**config.mk**
```make
export PLATFORM = sky130hd
export DESIGN_NAME = uart_rx_ab
export DESIGN_NICKNAME = d
export VERILOG_FILES = /design/src/rtl/uart_rx_ab_pkg.sv /design/src/rtl/uart_rx_ab_fifo.sv /design/src/rtl/uart_rx_ab.sv
export SDC_FILE = /design/constraint.sdc
export NUM_CORES = 1
export LEC_CHECK = 0
export BUFFER_PORTS_ARGS = -buffer_cell sky130_fd_sc_hd__buf_4
export CAP_MARGIN = 20
export CORE_AREA = 2 2 152 229
export CTS_CLUSTER_SIZE = 20
export DETAILED_ROUTE_END_ITERATION = 7
export DIE_AREA = 0 0 154 231
export PLACE_DENSITY = 0.65
export SETUP_SLACK_MARGIN = 0.02
export SLEW_MARGIN = 20
export SYNTH_ARGS = -nofsm -noshare
export SYNTH_HDL_FRONTEND = slang
export SYNTH_HIERARCHICAL = 1
export SYNTH_SLANG_ARGS = --single-unit
```
**constraint.sdc**
```tcl
create_clock -name clk -period 4.4 [get_ports clk]
set_input_delay 0.22 -clock clk [delete_from_list [all_inputs] [get_ports clk]]
set_output_delay 0.22 -clock clk [all_outputs]
set_load 0.01 [all_outputs]
```
**src/rtl/uart_rx_ab_pkg.sv**
```systemverilog
// Shared definitions for the auto-baud UART receiver: parity codes, FSM states, oversample log2.
package uart_rx_ab_pkg;

  localparam logic [1:0] PAR_NONE = 2'd0;
  localparam logic [1:0] PAR_EVEN = 2'd1;
  localparam logic [1:0] PAR_ODD  = 2'd2;

  typedef enum logic [3:0] {
    ST_IDLE,
    ST_START,
    ST_DATA,
    ST_PARITY,
    ST_STOP,
    ST_PUSH,
    ST_BRK,
    ST_AB_WAIT,
    ST_AB_MEAS,
    ST_AB_IDLE
  } rx_state_t;

  // Shift amount that divides by the oversample rate; only 8/16/32 are legal, others act as 16.
  function automatic logic [2:0] os_log2(input logic [7:0] os);
    case (os)
      8'd8:    os_log2 = 3'd3;
      8'd32:   os_log2 = 3'd5;
      default: os_log2 = 3'd4;
    endcase
  endfunction

endpackage

```
**src/rtl/uart_rx_ab_fifo.sv**
```systemverilog
// Synchronous first-word-fall-through FIFO holding received words with their error tags.
module uart_rx_ab_fifo #(
  parameter int W  = 10,
  parameter int AW = 4
) (
  input  logic         clk,
  input  logic         reset_n,
  input  logic         wr,
  input  logic [W-1:0] w_data,
  input  logic         rd,
  output logic [W-1:0] r_data,
  output logic         empty,
  output logic         full
);

  logic [W-1:0] mem [0:2**AW-1];
  logic [AW:0]  wptr;
  logic [AW:0]  rptr;
  logic         rd_en;
  logic         wr_en;

  assign empty  = (wptr == rptr);
  assign full   = (wptr[AW] != rptr[AW]) && (wptr[AW-1:0] == rptr[AW-1:0]);
  assign rd_en  = rd & ~empty;
  // a pop in the same cycle frees the slot, so a push into a full FIFO still lands
  assign wr_en  = wr & (~full | rd_en);
  assign r_data = empty ? '0 : mem[rptr[AW-1:0]];

  // pointer update; the extra MSB distinguishes full from empty
  always_ff @(posedge clk or negedge reset_n) begin
    if (!reset_n) begin
      wptr <= '0;
      rptr <= '0;
    end else begin
      if (wr_en) wptr <= wptr + 1'b1;
      if (rd_en) rptr <= rptr + 1'b1;
    end
  end

  // storage array, not reset; validity is tracked by the pointers
  always_ff @(posedge clk) begin
    if (wr_en) mem[wptr[AW-1:0]] <= w_data;
  end

endmodule

```
**src/rtl/uart_rx_ab.sv**
```systemverilog
// UART receiver with configurable frame, tagged RX FIFO, break detection and auto-baud measurement.
//
// state      | meaning
// IDLE       | line idle, waiting for start edge or auto-baud arm
// START      | counting to mid start bit, glitch reject
// DATA       | sampling dbit data bits, LSB first
// PARITY     | sampling parity bit
// STOP       | sampling stop bit, waiting sb_tick ticks
// PUSH       | one cycle: write tagged word into FIFO
// BRK        | break seen, waiting for rx high os_tick ticks
// AB_WAIT    | auto-baud armed, waiting for falling edge
// AB_MEAS    | counting clocks while rx low
// AB_IDLE    | discarding rest of sync char until rx high 2*cnt cycles
module uart_rx_ab
  import uart_rx_ab_pkg::*;
#(
  parameter int DBIT     = 8,
  parameter int DVSR_BIT = 8,
  parameter int FIFO_W   = 4,
  parameter int CNT_W    = 16
) (
  input  logic                clk,
  input  logic                reset_n,
  input  logic                rx,
  input  logic [3:0]          dbit,
  input  logic [1:0]          pbit,
  input  logic [7:0]          sb_tick,
  input  logic [7:0]          os_tick,
  input  logic [DVSR_BIT-1:0] dvsr,
  input  logic                ab_start,
  input  logic                ab_use,
  input  logic                rd_uart,
  output logic [DBIT-1:0]     r_data,
  output logic                r_perr,
  output logic                r_ferr,
  output logic                rx_ready,
  output logic                rx_empty,
  output logic                rx_done_tick,
  output logic                e_parity,
  output logic                e_frame,
  output logic                e_rxof,
  output logic                e_break,
  output logic                ab_busy,
  output logic                ab_done,
  output logic                e_ab,
  output logic [DVSR_BIT-1:0] dvsr_meas
);

  localparam logic [3:0] DBIT_MAX = 4'(DBIT);

  rx_state_t state, state_nxt;

  logic                rx_s1, rx_s2, rx_prev, fall;
  logic [DVSR_BIT-1:0] tcnt, div_l, div_sel, div_c;
  logic                s_tick;
  logic [3:0]          dbit_l, dbit_c;
  logic [1:0]          pbit_l;
  logic [7:0]          sb_l, os_l, os_m1, half_m1, sb_m1;
  logic                par_en;
  logic [7:0]          s_cnt, s_cnt_nxt;
  logic [3:0]          n_cnt, n_cnt_nxt;
  logic [DBIT-1:0]     data_r, data_nxt;
  logic                par_r, par_nxt, stop_r, stop_v;
  logic [CNT_W-1:0]    ab_cnt, ab_cnt_nxt;
  logic [CNT_W:0]      hi_cnt, hi_cnt_nxt, ab_sum, ab_q;
  logic                ab_q_ok;
  logic                cfg_load, meas_load, push, brk_pulse, is_brk;
  logic                perr, ferr;
  logic                fifo_full;
  logic [DBIT+1:0]     head;

  assign fall    = rx_prev & ~rx_s2;
  assign div_sel = ab_use ? dvsr_meas : dvsr;
  assign div_c   = (div_sel == '0) ? DVSR_BIT'(1) : div_sel;
  assign dbit_c  = (dbit > DBIT_MAX) ? DBIT_MAX : ((dbit < 4'd5) ? 4'd5 : dbit);
  assign s_tick  = (state != ST_IDLE) && (tcnt == div_l - DVSR_BIT'(1));
  assign os_m1   = os_l - 8'd1;
  assign half_m1 = (os_l >> 1) - 8'd1;
  assign sb_m1   = sb_l - 8'd1;
  assign par_en  = (pbit_l == PAR_EVEN) || (pbit_l == PAR_ODD);
  assign stop_v  = (state == ST_STOP && s_tick && s_cnt == os_m1) ? rx_s2 : stop_r;
  assign is_brk  = ~stop_v & (data_r == '0) & (~par_en | ~par_r);
  assign perr    = par_en & ((^data_r ^ par_r) != (pbit_l == PAR_ODD));
  assign ferr    = ~stop_r;
  assign ab_sum  = {1'b0, ab_cnt} + (CNT_W+1)'(os_l >> 1);
  assign ab_q    = ab_sum >> os_log2(os_l);
  assign ab_q_ok = (ab_q != '0) && (ab_q[CNT_W:DVSR_BIT] == '0) && (ab_cnt != '1);

  // state register
  always_ff @(posedge clk or negedge reset_n) begin
    if (!reset_n) state <= ST_IDLE;
    else          state <= state_nxt;
  end

  // next-state and datapath-next decode
  always_comb begin
    state_nxt  = state;
    s_cnt_nxt  = s_cnt;
    n_cnt_nxt  = n_cnt;
    data_nxt   = data_r;
    par_nxt    = par_r;
    ab_cnt_nxt = ab_cnt;
    hi_cnt_nxt = hi_cnt;
    cfg_load   = 1'b0;
    meas_load  = 1'b0;
    push       = 1'b0;
    brk_pulse  = 1'b0;
    ab_done    = 1'b0;
    e_ab       = 1'b0;
    case (state)
      ST_IDLE: begin
        if (ab_start) begin
          cfg_load  = 1'b1;
          state_nxt = ST_AB_WAIT;
        end else if (fall) begin
          cfg_load  = 1'b1;
          s_cnt_nxt = '0;
          n_cnt_nxt = '0;
          data_nxt  = '0;
          par_nxt   = 1'b0;
          state_nxt = ST_START;
        end
      end
      ST_START: begin
        if (s_tick) begin
          if (s_cnt == half_m1) begin
            s_cnt_nxt = '0;
            state_nxt = rx_s2 ? ST_IDLE : ST_DATA;
          end else begin
            s_cnt_nxt = s_cnt + 8'd1;
          end
        end
      end
      ST_DATA: begin
        if (s_tick) begin
          if (s_cnt == os_m1) begin
            s_cnt_nxt = '0;
            for (int i = 0; i < DBIT; i++)
              if (n_cnt == 4'(i)) data_nxt[i] = rx_s2;
            n_cnt_nxt = n_cnt + 4'd1;
            if (n_cnt == dbit_l - 4'd1) state_nxt = par_en ? ST_PARITY : ST_STOP;
          end else begin
            s_cnt_nxt = s_cnt + 8'd1;
          end
        end
      end
      ST_PARITY: begin
        if (s_tick) begin
          if (s_cnt == os_m1) begin
            s_cnt_nxt = '0;
            par_nxt   = rx_s2;
            state_nxt = ST_STOP;
          end else begin
            s_cnt_nxt = s_cnt + 8'd1;
          end
        end
      end
      ST_STOP: begin
        if (s_tick) begin
          if (s_cnt == sb_m1) begin
            s_cnt_nxt = '0;
            if (is_brk) begin
              brk_pulse = 1'b1;
              state_nxt = ST_BRK;
            end else begin
              state_nxt = ST_PUSH;
            end
          end else begin
            s_cnt_nxt = s_cnt + 8'd1;
          end
        end
      end
      ST_PUSH: begin
        push      = 1'b1;
        state_nxt = ST_IDLE;
      end
      ST_BRK: begin
        if (!rx_s2) begin
          s_cnt_nxt = '0;
        end else if (s_tick) begin
          if (s_cnt == os_m1) begin
            s_cnt_nxt = '0;
            state_nxt = ST_IDLE;
          end else begin
            s_cnt_nxt = s_cnt + 8'd1;
          end
        end
      end
      ST_AB_WAIT: begin
        if (fall) begin
          ab_cnt_nxt = CNT_W'(1);
          state_nxt  = ST_AB_MEAS;
        end
      end
      ST_AB_MEAS: begin
        if (!rx_s2) begin
          if (ab_cnt != '1) ab_cnt_nxt = ab_cnt + CNT_W'(1);
        end else begin
          if (ab_q_ok) begin
            meas_load = 1'b1;
            ab_done   = 1'b1;
          end else begin
            e_ab = 1'b1;
          end
          hi_cnt_nxt = '0;
          state_nxt  = ST_AB_IDLE;
        end
      end
      ST_AB_IDLE: begin
        if (!rx_s2)                       hi_cnt_nxt = '0;
        else if (hi_cnt >= {ab_cnt, 1'b0}) state_nxt = ST_IDLE;
        else                              hi_cnt_nxt = hi_cnt + 1'b1;
      end
      default: state_nxt = ST_IDLE;
    endcase
  end

  // rx synchroniser, baud tick counter, frame datapath and configuration latches
  always_ff @(posedge clk or negedge reset_n) begin
    if (!reset_n) begin
      rx_s1     <= 1'b1;
      rx_s2     <= 1'b1;
      rx_prev   <= 1'b1;
      tcnt      <= '0;
      div_l     <= DVSR_BIT'(1);
      dbit_l    <= DBIT_MAX;
      pbit_l    <= PAR_NONE;
      sb_l      <= 8'd16;
      os_l      <= 8'd16;
      s_cnt     <= '0;
      n_cnt     <= '0;
      data_r    <= '0;
      par_r     <= 1'b0;
      stop_r    <= 1'b1;
      ab_cnt    <= '0;
      hi_cnt    <= '0;
      dvsr_meas <= '0;
    end else begin
      rx_s1   <= rx;
      rx_s2   <= rx_s1;
      rx_prev <= rx_s2;
      if (state == ST_IDLE || tcnt == div_l - DVSR_BIT'(1)) tcnt <= '0;
      else                                                 tcnt <= tcnt + DVSR_BIT'(1);
      if (cfg_load) begin
        div_l  <= div_c;
        dbit_l <= dbit_c;
        pbit_l <= pbit;
        sb_l   <= sb_tick;
        os_l   <= os_tick;
      end
      s_cnt  <= s_cnt_nxt;
      n_cnt  <= n_cnt_nxt;
      data_r <= data_nxt;
      par_r  <= par_nxt;
      stop_r <= (state == ST_IDLE) ? 1'b1 : stop_v;
      ab_cnt <= ab_cnt_nxt;
      hi_cnt <= hi_cnt_nxt;
      if (meas_load) dvsr_meas <= ab_q[DVSR_BIT-1:0];
    end
  end

  uart_rx_ab_fifo #(
    .W  (DBIT + 2),
    .AW (FIFO_W)
  ) u_fifo (
    .clk     (clk),
    .reset_n (reset_n),
    .wr      (push),
    .w_data  ({ferr, perr, data_r}),
    .rd      (rd_uart),
    .r_data  (head),
    .empty   (rx_empty),
    .full    (fifo_full)
  );

  assign r_data       = head[DBIT-1:0];
  assign r_perr       = head[DBIT];
  assign r_ferr       = head[DBIT+1];
  assign rx_ready     = ~rx_empty;
  assign rx_done_tick = push & (~fifo_full | rd_uart);
  assign e_rxof       = push & fifo_full & ~rd_uart;
  assign e_parity     = push & perr;
  assign e_frame      = push & ferr;
  assign e_break      = brk_pulse;
  assign ab_busy      = (state == ST_AB_WAIT) || (state == ST_AB_MEAS) || (state == ST_AB_IDLE);

endmodule

```
==> reports/summary.txt, run 1 <==
TritonCTS clock tree - built
Reg area - 7769 um2
Final instance area - 16,950 um2
Clock buffer depth - 3
Synth Register Bits - 278
Initial Utilization - 44.21%
Area growth, synth to finish - 13.56%
Netlist Area Pre-Place - 14,920 um2
Crit start category - flop
Setup Fix Bufs, Post-CTS - 0
Hold Path Sink - dbit_l[1]
Wire length per cell - 20.36 um
Top post-synthesis cells by count - 160 x edfxtp_1, 110 x dfrtp_1, 84 x nand2_1, 74 x nor2_1, 70 x o21ai_0
HP Start - dbit[2]
Pleak - 6.673 nW
Sequential share of power - 37.4%
Cells after DPL - 1,699
Drt pass-1 iters - 5
Slew headroom - 31.49%
Max-cap violations - 0
DRT iter0 DRCs - 619
Sw Ratio - 38.18%
DRC Markers - 0
Finished Layout Cells - 1,781
Worst r2r path cells - 11
Initial antenna violation count - 0
Final setup fails - 0
Die Span Y - 231 um
Status - completed
Ys Warns - 6
Switch Pwr - 3.955 mW
Synth area leader - edfxtp_1
CP Capture Type - output port
Aggregate global routing overflow - 0
EDFF count, synth - 160
Worst clock skew - 0.02550 ns
H-tree Lvls - 1
Setup TNS - 0 ns
Fmax - 244.6 MHz
Skew-Pair Late Insertion Delay - 0.56 ns
Critical Path AT - 3.87 ns
Clock-pin slew on the worst setup and hold paths - 0.07 ns
Synth Instances - 1,259
Internal power - 6.403 mW
First-pass GRT wire length - 57,410 um
Area occupied by multi-input gates - 6585 um2
CTS sink count - 278
Root buf cell - clkbuf_16
Synth async-reset ratio - 42.45%
Clk network pwr share - 21.8%
Ys flop type - edfxtp_1
Ports - 64
Seq/Total Area, Yosys - 52.05%
Count leader, synth - edfxtp_1
Num rows - 83
Largest net degree at the start of global routing - 50
WHS - 0.02331 ns
Via/cell ratio - 5.762
Ranking of synthesized cells by area - edfxtp_1 32%, dfrtp_1 18%, mux4_2 5.0%, ha_1 3.9%, xnor2_1 3.1%
Reg-to-reg endpoint - dvsr_meas[4]
Die W - 154 um
Worst VDD drop - 0.0004194 V
Hold Violations, Final - 0
GRT Util Overall - 20.48%
Vias in the first global route - 10,570
Final Max Slew Viols - 0
Crit Path Max Fanout - 10
R2r setup slk - 0.83 ns
Tightest Pin Transition - 1.024 ns
Hold crit path type - in2reg
Placed inst area - 15,730 um2
Core box area - 33,750 um2
GPL Wtd Cong - 0.9092
Number of port buffers - 63
Design Power - 10.36 mW
Post-DP HPWL - 26,310 um
Fillers - 2,958
Vias - 10,260
FF-to-FF Start - os_l[1]
Req. time, crit path - 4.18 ns
Hold Path Stages - 3
Number of diodes - 0
Logic gate share of total power - 40.8%
Clock period minus final worst setup slack - 4.089 ns
Synth top area share - 32.20%
Final net count - 1,419
Num CTS Buffers - 27
Netlist cell types - 99
Share of layout cells above drive strength 1 - 16.67%
Crit Path Class - reg2out
P per Cell Area - 611.3 nW/um2
Mapped Nets - 1,343
Post-DRT Antenna Nets - 0
Synth Area per Inst - 11.85 um2
Fin crit share - 92.93%
Die area - 35,570 um2
DRT Wirelength - 36,260 um
RSZ-0062 raised after global routing - false
per-stage QoR:
step / utilization (%) / setup WS (ns)
6_report: 50.21 / 0.3111
5_1_grt: 50.21 / 0.05535
4_1_cts: 50.11 / 0.1255
3_5_place_dp: 46.61 / 0.7291
3_3_place_gp: 46.61 / 0.7926
2_1_floorplan: - / 0.9463
metal layers:
| layer | vias to the layer above | part of all wire (%) | track usage [%] |
|---|---|---|---|
| li1 | 4872 | - | - |
| met1 | 5139 | 38 | 21.91 |
| met2 | 194 | 57 | 41.44 |
| met3 | 57 | 2.7 | 1.971 |
| met4 | 0 | 2.7 | 6.484 |
| met5 | - | 0 | 0 |
cell families (layout without fill, tap and decap cells):
family / count (synthesis) / after routing / share of synthesized area (%)
adder cells (fa/ha/maj): 48 / 48 / 4.075
AND/OR/NAND/NOR: 370 / 370 / 13.06
AO/OA/AOI/OAI: 258 / 258 / 11.77
buffers and inverters: 134 / 231 / 4.067
multiplexers: 83 / 83 / 9.307
XOR/XNOR: 88 / 88 / 5.668
flip-flops: 278 / 278 / 52.05
state kept, by name, indices dropped and copies added, names as in the netlist, 8 cells and up:
signal / count
dvsr_meas: 8
s_cnt: 8
sb_l: 8
tcnt: 8
os_l: 8
u_fifo/mem: 160
ab_cnt: 16
div_l: 8
hi_cnt: 17
data_r: 8
placed cells by master, fill, tap and decap left out, types with 18 or more instances in the layout:
cell type,netlist,routed
xor2_1,29,29
clkbuf_16,0,27
ha_1,47,47
nor3_1,37,37
inv_1,69,69
nor2_1,74,73
nand4_1,19,19
a21oi_1,44,44
dfrtp_1,110,109
o21ai_0,70,69
and3_1,29,29
edfxtp_1,160,160
dlygate4sd3_1,0,31
xnor2_1,53,53
a22oi_1,25,25
nand3_1,33,33
mux2_2,20,20
nand2_1,84,84
buf_4,5,80
mux4_2,33,33
mux2i_1,18,18
final cells by class:
type | count | share of cell area, %
repair buffers | 112 | 5.494
multi-input cells | 847 | 38.86
clock inverters | 14 | 0.7089
inverters | 69 | 1.528
well taps | 425 | 3.138
clock buffers | 36 | 4.423
flip-flops and latches | 278 | 45.85
timing repair:
item,CTS,global route
endpoints found under the setup margin,0,3
hold buffers,31,0
hold endpoints to repair,76,0
gates resized for setup,0,6
worst max-delay path by stage:
stage	start	endpoint	slack (ns)	cells after the start
2_1_floorplan	os_l[2]	dvsr_meas[0]	0.95	13
3_3_place_gp	os_l[1]	e_break	0.79	11
3_5_place_dp	os_l[1]	e_break	0.73	11
4_1_cts	os_l[1]	e_break	0.13	11
5_1_grt	os_l[1]	e_break	0.06	11
6_report	os_l[1]	ab_done	0.31	12
power by group through the flow:
stage | registers (mW) | clock network [mW] | logic, mW
CTS | 3.88 | 2.32 | 4.21
global route | 3.95 | 2.41 | 4.62
global placement | 3.92 | 0 | 4.09
finish | 3.88 | 2.26 | 4.22
detailed placement | 3.93 | 0 | 4.16
floorplan | 3.57 | 0 | 3.37
critical path, stage by stage (launching register included):
cell	delay, ns
dfrtp_1	0.52
ha_1	0.26
inv_1	0.07
fa_1	0.34
nand2b_1	0.20
a21bo_2	0.24
a211oi_2	0.28
xnor2_1	0.16
o211ai_1	0.11
or4_1	0.60
a31o_2	0.33
inv_1	0.08
buf_4	0.11
(Power assumes the default switching activity.)
==> inputs of run 2 (changes only) <==
--- a/config.mk
+++ b/config.mk
@@ -5,7 +5,7 @@
 export SDC_FILE = /design/constraint.sdc
 export NUM_CORES = 1
 export LEC_CHECK = 0
-export BUFFER_PORTS_ARGS = -buffer_cell sky130_fd_sc_hd__buf_4
+export BUFFER_PORTS_ARGS = -buffer_cell sky130_fd_sc_hd__buf_2
 export CAP_MARGIN = 20
 export CORE_AREA = 2 2 152 229
 export CTS_CLUSTER_SIZE = 20
==> run 2 against run 1 <==
  * Via count about the same
  * Die area did not move
  * Combinational power about the same
  * Clock power decreased by 4%
  * First-iteration DRC count decreased by 11%
  * Non-clock buffer count did not move
  * Worst setup slack got worse by 0.029 ns
  * Clock-buffer cell count is 3 lower
  * Utilization shrank 0.63 points
  * Hold slack worse by 0.021 ns
  * Critical path depth shrank 2
==> reports/summary.txt, run 2 (same netlist as run 1, synthesis figures left out) <==
Worst Path Buf+Inv - 1
Final net count - 1,419
Slew headroom - 30.14%
Crit-path cells - ha_1 > o211a_1 > a21boi_1 > o41ai_1 > nor2_1 > a221oi_1 > nor4_2 > and3_1 > o41a_1 > buf_2
Crit Path Max Fanout - 12
Clock period minus final worst setup slack - 4.118 ns
Clock buffer depth - 3
Finished Layout Cells - 1,781
Status - completed
Aggregate global routing overflow - 0
Req. time, crit path - 4.18 ns
H-tree Lvls - 1
Post-DP HPWL - 26,090 um
Share of layout cells above drive strength 1 - 16.22%
Crit path max-delay family - compound AO/OA/AOI/OAI gates
Number of diodes - 0
Crit Path Class - reg2out
Max-cap violations - 0
CP Capture Type - output port
Core box area - 33,750 um2
Fillers - 2,934
DRC Markers - 0
Via/cell ratio - 5.756
Area growth, synth to finish - 12.12%
Initial Utilization - 44.21%
Final Max Slew Viols - 0
Worst r2r path cells - 10
Cells after DPL - 1,701
Fmax - 242.8 MHz
Die area - 35,570 um2
Ports - 64
Most common cell after layout, fill and taps aside - edfxtp_1
Largest net degree at the start of global routing - 52
Die W - 154 um
RSZ-0062 raised after global routing - false
Slowest CP cell - dfstp_2
Fin crit share - 93.59%
P per Cell Area - 609.5 nW/um2
Final setup fails - 0
Design Power - 10.20 mW
GPL Wtd Cong - 0.8970
Worst clock skew - 0.01487 ns
Vias - 10,250
Reg area - 7770 um2
DRT iter0 DRCs - 553
Root buf cell - clkbuf_16
Worst VDD drop - 0.0003074 V
Number of port buffers - 63
CTS sink count - 278
GRT Util Overall - 20.32%
Setup TNS - 0 ns
Wire length per cell - 20.09 um
Max FFs per register - 160
Hold crit path type - in2reg
Drt pass-1 iters - 5
Pleak - 6.583 nW
TritonCTS clock tree - built
Post-DRT Antenna Nets - 0
CP peak stage delay - 0.68 ns
Skew-Pair Late Insertion Delay - 0.55 ns
Crit start category - flop
Tightest Pin Transition - 1.044 ns
Die Span Y - 231 um
Clock-pin slew on the worst setup and hold paths - 0.06 ns
Vias in the first global route - 10,490
First-pass GRT wire length - 57,060 um
Area occupied by multi-input gates - 6595 um2
Hold Violations, Final - 0
Crit path depth - 10
Num rows - 83
Hold Path Stages - 3
Critical Path AT - 3.90 ns
Most frequent cells in the layout - 160 x edfxtp_1, 108 x dfrtp_1, 84 x nand2_1, 72 x nor2_1
DRT Wirelength - 35,790 um
Initial antenna violation count - 2
Num CTS Buffers - 27
run 2: changes by cell type in the layout (fill, tap and decap cells not counted), sizes merged:
| cell | before | now |
|---|---|---|
| clkbuf | 36 | 33 |
| inv | 70 | 72 |
| buf | 81 | 82 |
| dlygate4sd3 | 31 | 30 |
| clkinvlp | 1 | 2 |
run 2: timing repair:
item | CTS | global route
setup buffers | 0 | 0
endpoints found under the setup margin | 0 | 3
endpoints found under the hold margin | 77 | 0
gates resized for setup | 0 | 7
hold buffers | 30 | 0
run 2: through the flow:
stage	instance area, um2	setup WS, ns	hold WS (ns)	utilization (%)
after detailed placement	15580	0.6076	0.2944	46.17
after CTS	16700	0.03132	0.001281	49.47
after global routing	16730	0.05942	0.01065	49.57
after global placement	15580	0.6147	0.2881	46.16
final	16730	0.2819	0.002028	49.57
after floorplan	14920	0.9463	-0.07559	-
run 2: worst paths after layout:
kind                               from           end  slack (ns)
max in group asynchronous       reset_n       os_l[1]        3.14
worst max register to register  os_l[2]  dvsr_meas[1]        0.84
worst min-delay path            dvsr[2]      div_l[2]       0.002
worst max-delay path            os_l[4]          e_ab        0.28
min in group asynchronous       reset_n  dvsr_meas[6]        0.26
worst min register to register    rx_s1         rx_s2        0.36
run 2: cell type report:
| type | count | area share (%) |
|---|---|---|
| clock buffer | 33 | 4.173 |
| multi-input combinational | 847 | 39.42 |
| timing repair buffer | 112 | 4.547 |
| inverter | 69 | 1.548 |
| sequential | 278 | 46.44 |
| clock inverter | 17 | 0.6955 |
| tap | 425 | 3.178 |
run 2: where the power goes:
part | switching [mW] | leakage [nW] | internal [mW] | total (mW)
registers | 0.543 | 3.06 | 3.27 | 3.81
logic | 2.42 | 3.13 | 1.79 | 4.21
clock network | 0.982 | 0.390 | 1.19 | 2.17
run 2: metal layers:
layer	global-route usage, %	wire length (um)	part of all wire (%)	vias up
met2	40.74	20280	57	192
met5	0	12	0.034	-
li1	-	-	-	4861
met3	2.140	1152	3.2	66
met4	6.542	1097	3.1	2
met1	21.92	13250	37	5131
run 2: worst min-delay path, delay by kind of cell:
family / cells / cell delay [ns]
multiplexers: 1 / 0.06
AO/OA/AOI/OAI: 1 / 0.14
buffers and inverters: 1 / 0.09
==> inputs of run 3 (changes only) <==
--- a/config.mk
+++ b/config.mk
@@ -5,12 +5,13 @@
 export SDC_FILE = /design/constraint.sdc
 export NUM_CORES = 1
 export LEC_CHECK = 0
+export ABC_AREA = 1
 export BUFFER_PORTS_ARGS = -buffer_cell sky130_fd_sc_hd__buf_2
 export CAP_MARGIN = 20
-export CORE_AREA = 2 2 152 229
+export CORE_AREA = 2 2 158 237
 export CTS_CLUSTER_SIZE = 20
 export DETAILED_ROUTE_END_ITERATION = 7
-export DIE_AREA = 0 0 154 231
+export DIE_AREA = 0 0 160 239
 export PLACE_DENSITY = 0.65
 export SETUP_SLACK_MARGIN = 0.02
 export SLEW_MARGIN = 20
==> run 3 against run 2 <==
  * Area after synthesis is 8.0% higher
  * Clock skew is 0.0027 ns higher
  * Critical path depth is 3 higher
  * Wire length is 19% higher
  * Clock-buffer cell count is 5 higher
  * Synthesized cell count is 61% higher
  * First-iteration DRC count is 58% higher
  * Via count is 32% higher
  * Die area is 7.5% higher
  * Hold slack better by 0.0096 ns
  * Critical path type unchanged
  * Critical endpoint is now e_break
  * Largest power group unchanged
==> reports/summary.txt, run 3 <==
Status - completed
Synth async-reset ratio - 42.45%
Netlist Area Pre-Place - 16,110 um2
Max-cap violations - 0
Clk network pwr share - 20.4%
Post-DRT Antenna Nets - 0
Number of diodes - 0
Worst clock skew - 0.01762 ns
Core box area - 36,370 um2
CP Capture Type - output port
Finished Layout Cells - 2,625
Synth top area share - 29.83%
Via/cell ratio - 5.171
Tightest Pin Transition - 1.120 ns
Seq/Total Area, Yosys - 48.22%
Final setup fails - 0
Logic gate share of total power - 44.3%
DRT iter0 DRCs - 871
Placed inst area - 16,960 um2
Die area - 38,240 um2
Vias - 13,570
Final net count - 2,203
TritonCTS clock tree - built
DRC Markers - 0
Synth Instances - 2,031
RSZ-0062 raised after global routing - false
Hold Violations, Final - 0
Clock period minus final worst setup slack - 3.620 ns
Sw Ratio - 43.94%
Crit start category - flop
Ys Warns - 6
Req. time, crit path - 4.18 ns
Crit Path Class - reg2out
Skew-Pair Late Insertion Delay - 0.56 ns
Setup Fix Bufs, Post-CTS - 0
Clock-pin slew on the worst setup and hold paths - 0.07 ns
Initial antenna violation count - 0
Internal power - 6.172 mW
Final Max Slew Viols - 0
Netlist cell types - 59
Aggregate global routing overflow - 0
R2r setup slk - 1.47 ns
CTS sink count - 278
Switch Pwr - 4.838 mW
Synth Area in Adders - 3.775%
Share of layout cells above drive strength 1 - 9.201%
Post-DP HPWL - 30,340 um
Design Power - 11.01 mW
Fmax - 276.2 MHz
GRT Util Overall - 22.48%
Setup TNS - 0 ns
Final instance area - 18,060 um2
Compound-cell area share of the yosys netlist - 5.390%
Cells after DPL - 2,548
CTS resizes - 0
Synth Area in Simple Gates - 31.28%
P per Cell Area - 609.4 nW/um2
GPL Wtd Cong - 0.9048
H-tree Lvls - 1
Ranking of synthesized cells by area - edfxtp_1 30%, dfrtp_1 17%, nand2_1 16%, inv_1 6.3%, nand3_1 5.7%
Vias in the first global route - 13,340
Hold buffer count at cts - 25
Slowest CP cell - dfrtp_1
DRT Wirelength - 42,650 um
Wire length per cell - 16.25 um
Die W - 160 um
Count leader, synth - nand2_1
Most common cell after layout, fill and taps aside - nand2_1
Crit-path cells - inv_1 > ha_1 > nand2_1 > nand3_1 > nand2_1 > nor2_1 > nand3_1 > nor2_1 > nand4_1 > nand2_1 > nand3_1 > nor3_1 > buf_2
Root buf cell - clkbuf_16
Main combinational cell family by area after synthesis - simple AND/OR/NAND/NOR gates
Drt pass-1 iters - 5
Largest net degree at the start of global routing - 84
Hold crit path type - in2reg
Critical Path AT - 3.40 ns
Fin crit share - 82.28%
Area growth, synth to finish - 12.14%
Slew headroom - 25.09%
Proportion of synthesized area in mux cells - 0.3728%
Initial Utilization - 44.29%
First-pass GRT wire length - 68,280 um
Ports - 64
EDFF count, synth - 160
Pleak - 8.452 nW
Crit Path Max Fanout - 7
Worst VDD drop - 0.0003149 V
WHS - 0.01160 ns
Clock buffer depth - 3
Most frequent cells in the layout - 699 x nand2_1, 271 x inv_1, 184 x nand3_1, 160 x edfxtp_1, 141 x nor2_1
Top post-synthesis cells by count - 699 x nand2_1, 271 x inv_1, 184 x nand3_1, 160 x edfxtp_1, 143 x nor2_1
XOR/XNOR Fraction of Synth Area - 2.773%
Die Span Y - 239 um
CP peak stage delay - 0.41 ns
Synth area leader - edfxtp_1
Number of port buffers - 63
Num CTS Buffers - 28
Synth Area per Inst - 7.932 um2
Ys flop type - edfxtp_1
Max FFs per register - 160
Sequential share of power - 35.3%
Synth Register Bits - 278
Mapped Nets - 2,115
Num rows - 86
run 3: cell types whose count changed after synthesis, sizes merged, moves of 13 or more:
cell | previous run | this run
nand2b | 16 | 0
nand2 | 85 | 709
inv | 69 | 282
mux2 | 25 | 0
nor2b | 15 | 0
xnor2 | 58 | 22
a31oi | 16 | 3
nand3 | 34 | 189
and3 | 29 | 1
nor2 | 75 | 159
mux4 | 40 | 0
clkbuf | 41 | 25
a22oi | 25 | 1
nand4 | 20 | 41
run 3: cells by family (layout without fill, tap and decap cells):
logic type,after synthesis,in the layout
flip-flops,278,278
buffers and inverters,337,447
adder cells (fa/ha/maj),48,48
AO/OA/AOI/OAI,159,159
AND/OR/NAND/NOR,1152,1152
multiplexers,6,6
XOR/XNOR,51,51
run 3: worst max-delay path, delay by kind of cell (launching register included):
kind	cells	cell delay, ns
fa+ha+maj	1	0.35
buf+inv	2	0.44
flops	1	0.41
simple gates	10	1.65
run 3: final cells by class:
type                            instances  area [um2]
Clock buffer                           38       738.2
Clock inverter                         14       116.4
Fill cell                            3538       18310
Inverter                              284        1069
Multi-Input combinational cell       1416        7027
Sequential cell                       278        7769
Tap cell                              484       605.6
Timing Repair Buffer                  111       740.7
run 3: through the flow:
step                worst slack (ns)  util, %
global placement               1.392    46.63
CTS                           0.7969    49.67
global route                  0.5748    49.67
finish                        0.7798    49.67
detailed placement             1.410    46.63
floorplan                      1.961        -
run 3: per-layer routing:
layer | global-route usage, % | part of all wire [%] | vias to the layer above
li1 | - | - | 6720
met1 | 24.46 | 37 | 6369
met2 | 42.80 | 53 | 367
met3 | 2.273 | 4.8 | 118
met4 | 11.88 | 5.3 | 0
met5 | 0 | 0 | -
run 3: power by group through the flow:
stage | Clock [mW] | Combinational (mW) | Sequential, mW
after floorplan | 0 | 3.63 | 3.72
after global placement | 0 | 4.75 | 3.93
after detailed placement | 0 | 4.86 | 3.94
after CTS | 2.30 | 4.90 | 3.89
after global routing | 2.39 | 5.51 | 3.95
final | 2.24 | 4.88 | 3.88
run 3: worst paths after layout:
kind	startpoint	endpoint	cells after the start
worst max-delay path	os_l[2]	e_break	13
worst min-delay path	dvsr[3]	div_l[3]	3
worst max register to register	os_l[2]	data_r[2]	13
worst min register to register	rx_s1	rx_s2	0
max in group asynchronous	reset_n	u_fifo/rptr[0]	3
min in group asynchronous	reset_n	dvsr_meas[2]	2
